## config.mk

```make
export PLATFORM = sky130hd
export DESIGN_NAME = reg_file_mp_flat
export DESIGN_NICKNAME = d
export VERILOG_FILES = /design/src/rtl/rf_pkg.sv /design/src/rtl/reg_file_mp_if.sv /design/src/rtl/rf_clear_seq.sv /design/src/rtl/reg_file_mp.sv /design/src/flat_wrapper.sv
export SDC_FILE = /design/constraint.sdc
export NUM_CORES = 2
export LEC_CHECK = 0
export ABC_CLOCK_PERIOD_IN_PS = 2800
export CAP_MARGIN = 30
export CORE_MARGIN = 4
export CORE_UTILIZATION = 34
export DETAILED_ROUTE_END_ITERATION = 6
export PLACE_DENSITY = 0.49
export SLEW_MARGIN = 20
export SYNTH_ARGS = -nofsm -noshare
export SYNTH_HDL_FRONTEND = slang
export SYNTH_SLANG_ARGS = --single-unit
```

## constraint.sdc

```tcl
create_clock -name CLK -period 2.8 [get_ports CLK]
set_input_delay 0.56 -clock CLK [delete_from_list [all_inputs] [get_ports CLK]]
set_output_delay 0.56 -clock CLK [all_outputs]
set_load 0.1 [all_outputs]
```

## src/rtl/rf_pkg.sv

```systemverilog
// Shared definitions for the multi-port register file.
// Holds the clear-sequencer state encoding and the default parameter values.
// No ports; imported by the interface, the sequencer and the top.
package rf_pkg;

    localparam int DEF_DATA_W   = 32;
    localparam int DEF_ADDR_W   = 5;
    localparam int DEF_NUM_RD   = 2;
    localparam int DEF_ZERO_REG = 1;
    localparam int DEF_BYPASS   = 1;

    typedef enum logic {
        ST_IDLE     = 1'b0,
        ST_CLEARING = 1'b1
    } clr_state_t;

endpackage

```

## src/rtl/reg_file_mp_if.sv

```systemverilog
// Bus bundle for reg_file_mp: two write ports, packed read ports, clear control.
// master: drives writes, read addresses and CLEAR; sees DATA_OUT, BUSY, WRITE_REJECT.
// slave : the register file side of the same signals.
interface reg_file_mp_if
    import rf_pkg::*;
#(
    parameter int DATA_W = DEF_DATA_W,
    parameter int ADDR_W = DEF_ADDR_W,
    parameter int NUM_RD = DEF_NUM_RD
);
    logic                       WRITE_ENABLE0;
    logic [ADDR_W-1:0]          WRITE_ADDR0;
    logic [DATA_W-1:0]          WRITE_DATA0;
    logic                       WRITE_ENABLE1;
    logic [ADDR_W-1:0]          WRITE_ADDR1;
    logic [DATA_W-1:0]          WRITE_DATA1;
    logic [NUM_RD*ADDR_W-1:0]   OUT_ADDR;
    logic [NUM_RD*DATA_W-1:0]   DATA_OUT;
    logic                       CLEAR;
    logic                       BUSY;
    logic                       WRITE_REJECT;

    modport master (
        output WRITE_ENABLE0, WRITE_ADDR0, WRITE_DATA0,
        output WRITE_ENABLE1, WRITE_ADDR1, WRITE_DATA1,
        output OUT_ADDR, CLEAR,
        input  DATA_OUT, BUSY, WRITE_REJECT
    );

    modport slave (
        input  WRITE_ENABLE0, WRITE_ADDR0, WRITE_DATA0,
        input  WRITE_ENABLE1, WRITE_ADDR1, WRITE_DATA1,
        input  OUT_ADDR, CLEAR,
        output DATA_OUT, BUSY, WRITE_REJECT
    );

endinterface

```

## src/rtl/rf_clear_seq.sv

```systemverilog
// Bulk-clear sequencer: walks an index over every register, one per cycle.
// Ports: i_clk, i_rst_n (sync active-low), i_clear (start pulse),
//        o_busy (registered, high for 2**ADDR_W cycles), o_idx (register to zero this cycle).
module rf_clear_seq
    import rf_pkg::*;
#(
    parameter int ADDR_W = DEF_ADDR_W
) (
    input  logic              i_clk,
    input  logic              i_rst_n,
    input  logic              i_clear,
    output logic              o_busy,
    output logic [ADDR_W-1:0] o_idx
);

    clr_state_t        r_state;
    logic [ADDR_W-1:0] r_idx;
    logic              r_busy;

    always_ff @(posedge i_clk) begin
        if (!i_rst_n) begin
            r_state <= ST_IDLE;
            r_idx   <= '0;
            r_busy  <= 1'b0;
        end else begin
            case (r_state)
                ST_IDLE: begin
                    if (i_clear) begin
                        r_state <= ST_CLEARING;
                        r_idx   <= '0;
                        r_busy  <= 1'b1;
                    end
                end
                ST_CLEARING: begin
                    // A CLEAR arriving here is ignored; the sweep always runs to the end.
                    if (r_idx == {ADDR_W{1'b1}}) begin
                        r_state <= ST_IDLE;
                        r_idx   <= '0;
                        r_busy  <= 1'b0;
                    end else begin
                        r_idx <= r_idx + 1'b1;
                    end
                end
                default: begin
                    r_state <= ST_IDLE;
                    r_busy  <= 1'b0;
                end
            endcase
        end
    end

    assign o_busy = r_busy;
    assign o_idx  = r_idx;

endmodule

```

## src/rtl/reg_file_mp.sv

```systemverilog
// Multi-port register file: 2 write ports (port 1 wins), NUM_RD combinational read ports,
// optional zero register, optional write-to-read bypass, bulk clear via rf_clear_seq.
// Ports: CLK, RESET (sync active-low), bus (reg_file_mp_if.slave).
module reg_file_mp
    import rf_pkg::*;
#(
    parameter int DATA_W   = DEF_DATA_W,
    parameter int ADDR_W   = DEF_ADDR_W,
    parameter int NUM_RD   = DEF_NUM_RD,
    parameter int ZERO_REG = DEF_ZERO_REG,
    parameter int BYPASS   = DEF_BYPASS
) (
    input  logic           CLK,
    input  logic           RESET,
    reg_file_mp_if.slave   bus
);

    localparam int DEPTH = 2 ** ADDR_W;

    logic [DATA_W-1:0]        r_mem [DEPTH];
    logic                     r_reject;
    logic                     w_busy;
    logic [ADDR_W-1:0]        w_clr_idx;
    logic                     w_wr0;
    logic                     w_wr1;
    logic [DATA_W-1:0]        w_rdat [NUM_RD];
    logic [NUM_RD*DATA_W-1:0] w_dout;

    rf_clear_seq #(
        .ADDR_W (ADDR_W)
    ) u_clear_seq (
        .i_clk   (CLK),
        .i_rst_n (RESET),
        .i_clear (bus.CLEAR),
        .o_busy  (w_busy),
        .o_idx   (w_clr_idx)
    );

    // Writes only take effect outside a clear; address 0 is never stored when hardwired.
    assign w_wr0 = bus.WRITE_ENABLE0 && !w_busy &&
                   !((ZERO_REG != 0) && (bus.WRITE_ADDR0 == '0));
    assign w_wr1 = bus.WRITE_ENABLE1 && !w_busy &&
                   !((ZERO_REG != 0) && (bus.WRITE_ADDR1 == '0));

    always_ff @(posedge CLK) begin
        if (!RESET) begin
            r_mem    <= '{default: '0};
            r_reject <= 1'b0;
        end else begin
            r_reject <= w_busy && (bus.WRITE_ENABLE0 || bus.WRITE_ENABLE1);
            if (w_busy) begin
                r_mem[w_clr_idx] <= '0;
            end else begin
                // Port 1 is assigned last so it wins a same-address collision.
                if (w_wr0) r_mem[bus.WRITE_ADDR0] <= bus.WRITE_DATA0;
                if (w_wr1) r_mem[bus.WRITE_ADDR1] <= bus.WRITE_DATA1;
            end
        end
    end

    for (genvar k = 0; k < NUM_RD; k++) begin : g_rd
        logic [ADDR_W-1:0] w_ra;
        logic [DATA_W-1:0] w_rd;

        assign w_ra = bus.OUT_ADDR[k*ADDR_W +: ADDR_W];

        always_comb begin
            w_rd = r_mem[w_ra];
            // w_wr* already excludes the clearing state, so bypass is off then too.
            if (BYPASS != 0) begin
                if (w_wr1 && (bus.WRITE_ADDR1 == w_ra)) begin
                    w_rd = bus.WRITE_DATA1;
                end else if (w_wr0 && (bus.WRITE_ADDR0 == w_ra)) begin
                    w_rd = bus.WRITE_DATA0;
                end
            end
            if ((ZERO_REG != 0) && (w_ra == '0)) begin
                w_rd = '0;
            end
        end

        assign w_rdat[k] = w_rd;
    end

    always_comb begin
        w_dout = '0;
        for (int k = 0; k < NUM_RD; k++) begin
            w_dout[k*DATA_W +: DATA_W] = w_rdat[k];
        end
    end

    assign bus.DATA_OUT     = w_dout;
    assign bus.BUSY         = w_busy;
    assign bus.WRITE_REJECT = r_reject;

endmodule

```

## src/flat_wrapper.sv

```systemverilog
// flat-port wrapper written by rule: the top's interface ports become plain ports
module reg_file_mp_flat import rf_pkg::*;
#(
    parameter int DATA_W   = DEF_DATA_W,
    parameter int ADDR_W   = DEF_ADDR_W,
    parameter int NUM_RD   = DEF_NUM_RD,
    parameter int ZERO_REG = DEF_ZERO_REG,
    parameter int BYPASS   = DEF_BYPASS
)
  (CLK, RESET, bus_WRITE_ENABLE0, bus_WRITE_ADDR0, bus_WRITE_DATA0, bus_WRITE_ENABLE1, bus_WRITE_ADDR1, bus_WRITE_DATA1, bus_OUT_ADDR, bus_CLEAR, bus_DATA_OUT, bus_BUSY, bus_WRITE_REJECT);
  reg_file_mp_if #(.DATA_W(DATA_W), .ADDR_W(ADDR_W), .NUM_RD(NUM_RD)) bus_i ();
  input  logic CLK;
  input  logic RESET;
  input wire logic [$bits(bus_i.WRITE_ENABLE0)-1:0] bus_WRITE_ENABLE0;
  input wire logic [$bits(bus_i.WRITE_ADDR0)-1:0] bus_WRITE_ADDR0;
  input wire logic [$bits(bus_i.WRITE_DATA0)-1:0] bus_WRITE_DATA0;
  input wire logic [$bits(bus_i.WRITE_ENABLE1)-1:0] bus_WRITE_ENABLE1;
  input wire logic [$bits(bus_i.WRITE_ADDR1)-1:0] bus_WRITE_ADDR1;
  input wire logic [$bits(bus_i.WRITE_DATA1)-1:0] bus_WRITE_DATA1;
  input wire logic [$bits(bus_i.OUT_ADDR)-1:0] bus_OUT_ADDR;
  input wire logic [$bits(bus_i.CLEAR)-1:0] bus_CLEAR;
  output wire logic [$bits(bus_i.DATA_OUT)-1:0] bus_DATA_OUT;
  output wire logic [$bits(bus_i.BUSY)-1:0] bus_BUSY;
  output wire logic [$bits(bus_i.WRITE_REJECT)-1:0] bus_WRITE_REJECT;
  assign bus_i.WRITE_ENABLE0 = bus_WRITE_ENABLE0;
  assign bus_i.WRITE_ADDR0 = bus_WRITE_ADDR0;
  assign bus_i.WRITE_DATA0 = bus_WRITE_DATA0;
  assign bus_i.WRITE_ENABLE1 = bus_WRITE_ENABLE1;
  assign bus_i.WRITE_ADDR1 = bus_WRITE_ADDR1;
  assign bus_i.WRITE_DATA1 = bus_WRITE_DATA1;
  assign bus_i.OUT_ADDR = bus_OUT_ADDR;
  assign bus_i.CLEAR = bus_CLEAR;
  assign bus_DATA_OUT = bus_i.DATA_OUT;
  assign bus_BUSY = bus_i.BUSY;
  assign bus_WRITE_REJECT = bus_i.WRITE_REJECT;
  reg_file_mp #(.DATA_W(DATA_W), .ADDR_W(ADDR_W), .NUM_RD(NUM_RD), .ZERO_REG(ZERO_REG), .BYPASS(BYPASS)) u_core (.CLK(CLK), .RESET(RESET), .bus(bus_i));
endmodule
```

==> impl_metrics.tcl <==
set metrics [dict create \
    syn2layout_area_growth_pct 31.6 \
    worst_ep_arrival_time_ns 3.28 \
    crit_type "register to primary output" \
    clk_latency_ns 0.84 \
    fin_crit_sh 1.37 \
    yosys-top-cells-count "nand2_1, nor2_1, dfxtp_1, clkbuf_1, mux4_2" \
    clock_sinks 1032 \
    dp_hpwl_um 278000 \
    async_flop_share 0 \
    status "finished with violations" \
    fin_area_sq_um 101000 \
    worstHoldStart "RESET" \
    fin_crit_ns 3.84 \
    whs_path_depth 3 \
    hold_viol 0 \
    final_nets 9968 \
    synth_seq_cells 1032 \
    rsz0062_at_grt "yes" \
    io_buffers 154 \
    postCtsHoldBufs 0 \
    grt_max_degree 170 \
    vias_per_cell 6.86 \
    tightest_slew_ns 1.13 \
    postRouteAntennaNets 0 \
    ir_worst_vdd_uv 549 \
    rows 173 \
    critPathMaxFanout 2 \
    die_y_um 482 \
    r2r_cells 10 \
    wl_per_cell_um 34.7 \
    synthFlopType "dfxtp_1" \
    drc_errors 22 \
    pre_cts_slack_ns -1.09 \
    worstHoldEndpoint "u_core.u_clear_seq.o_idx[4]" \
    grt_overflow 0 \
    cts_buffers 137 \
    finalSetupViolCount 64 \
    cts_buffer_depth 3 \
    slew_headroom 0.246 \
    antenna_found_initial 26 \
    skew_ns 0.0332 \
    fillCellCount 21200 \
    clkTransAtPathRegs_ns 0.06 \
    failed_checks "design-rule violations, negative setup slack" \
    grt_usage 0.370 \
    layout_setup_ws_ns -1.04 \
    dr.first_iter.drc_count 14100 \
    synth_top_area_cell "dfxtp_1" \
    max_clock_freq_mhz 260 \
    routed_wl_um 450000 \
    cp-end-kind "primary output" \
    grt_pass1_wl_um 624000 \
    die_w_um 482 \
    synth_top_area_frac 0.270 \
    die_area_sq_um 232000 \
    place_area_sq_um 91700 \
    root_buffer "clkbuf_16" \
    reg2reg_to "u_core.r_mem[978]" \
    ctsHtreeMaxLevel 4 \
    start_util 0.343 \
    synthCells 9571 \
    place.gp.congestion 0.944 \
    syn_area_sq_um 76400 \
    boundaryPins 155 \
    hold_class "input port to register" \
    yosysMostFrequentCell "nand2_1" \
    slew_violations 0 \
    ys_warn_count 0 \
    synth_seq_area_share 0.270 \
    p_per_area_nw_per_um2 421 \
    drv_cap 0 \
    synth.area.top_cells "dfxtp_1, mux4_2, nand2_1" \
    critPathLaunch "u_core.r_mem[313]" \
    cts_tree "yes" \
    drt-pass1-iter-count 7 \
    synth-edff-count 0 \
    route.vias.total 89000 \
    drive_gt1_frac 0.281 \
    r2r-start "u_core.u_clear_seq.o_busy" \
    utilization 0.451 \
    first_global_vias 83000 \
    ff2ff_setup_slack_ns 0.07 \
    core_area_sq_um 223000 \
    startpoint_type "register" \
    leakagePower_nw 34.2 \
    synth.avg_cell_area_sq_um 7.99 \
    synth_nets 9665 \
    cp_data_required_time_ns 2.24 \
    synth_cell_types 56 \
]
-- per-stage QoR --
stage | TNS [ns] | cells | hold slack [ns] | total power [mW]
after floorplan | -21.57 | 9571 | 0.443 | 19.3
after global placement | -177.42 | 12500 | 0.458 | 23.1
after detailed placement | -188.02 | 12500 | 0.466 | 23.1
after CTS | -41.10 | 12900 | 0.102 | 41.8
after global routing | -42.52 | 13000 | 0.159 | 42.9
final | -41.14 | 13000 | 0.158 | 42.3
-- worst max-delay path: stages, from the launching register on --
cell	delay [ns]
dfxtp_2	0.33
mux4_2	0.47
mux4_2	0.61
and2_4	0.21
a211oi_4	0.49
o31ai_4	0.13
buf_12	0.19
-- placed cells by master (no fill, tap or decap), types with 16 or more instances in the layout --
master and count:
o31ai_4 30, clkbuf_16 155, a211oi_4 16, mux2i_1 30
clkbuf_1 39, nand2_2 32, mux4_2 610, buf_4 792
clkdlybuf4s50_1 62, o21ai_1 22, nor2_4 19, clkinv_2 19
dfxtp_2 247, a21oi_4 26, o21a_1 434, nor2_1 1037
nand4_1 16, clkbuf_8 34, a31oi_4 34, nand3_1 489
o21ai_0 505, nand2_1 1628, a311o_1 558, buf_16 32
and2_1 469, nand2_4 46, a311oi_1 434, and3_4 19
diode_2 16, dfxtp_1 783, buf_6 106, a22oi_1 25
buf_12 416, a21oi_1 569
-- worst max path at each step --
stage               slack [ns]  depth (start not counted)          endpoint
floorplan                -0.71                          9  bus_DATA_OUT[34]
global placement         -1.13                         10  bus_DATA_OUT[37]
detailed placement       -1.09                          9  bus_DATA_OUT[41]
CTS                      -0.87                          6  bus_DATA_OUT[57]
global route             -0.98                          6  bus_DATA_OUT[57]
finish                   -1.04                          6  bus_DATA_OUT[57]
-- logic make-up (layout without fill, tap and decap cells) --
group,Yosys count,after routing,share of synthesized area
compound gates,2696,2696,0.253
xor+xnor,20,20,0.00229
fa+ha+maj,5,5,0.000818
buf+inv,1312,1726,0.0705
flops,1032,1032,0.270
mux,658,658,0.186
other cells,0,16,0
simple gates,3848,3848,0.217
-- state kept, by name (all words and copies together) (netlist names) --
register	cells
u_core.u_clear_seq.r_state	1
u_core.u_clear_seq.o_idx	5
u_core.bus.WRITE_REJECT	1
u_core.r_mem	1024
u_core.u_clear_seq.o_busy	1
-- cell type report --
class | instances | area, sq um | area share
multi-input combinational | 7227 | 53400 | 0.531
sequential | 1032 | 21000 | 0.208
timing repair buffer | 1457 | 17900 | 0.177
clock buffer | 218 | 4240 | 0.0422
tap | 2975 | 3720 | 0.0370
clock inverter | 32 | 284 | 0.00282
inverter | 19 | 82.6 | 0.000821
antenna | 16 | 40.0 | 0.000398
-- per-layer routing --
metal  vias up  routed length (um)  global-route usage
met2      7231              188000               0.537
met1     44100              163000               0.458
met4         8               40100               0.276
met3      1878               58700               0.117
met5         -                 162                   0
li1      35700                   -                   -
-- timing repair --
action,CTS,global route
setup endpoints to repair,101,178
setup buffers,116,73
gates resized for setup,497,180
pin swaps,115,59
gates cloned,20,10
-- power breakdown --
group / internal [mW] / switching [mW]
combinational: 2.92 / 5.66
clock: 10.7 / 7.95
sequential: 14.9 / 0.231
(Power assumes the default switching activity.)
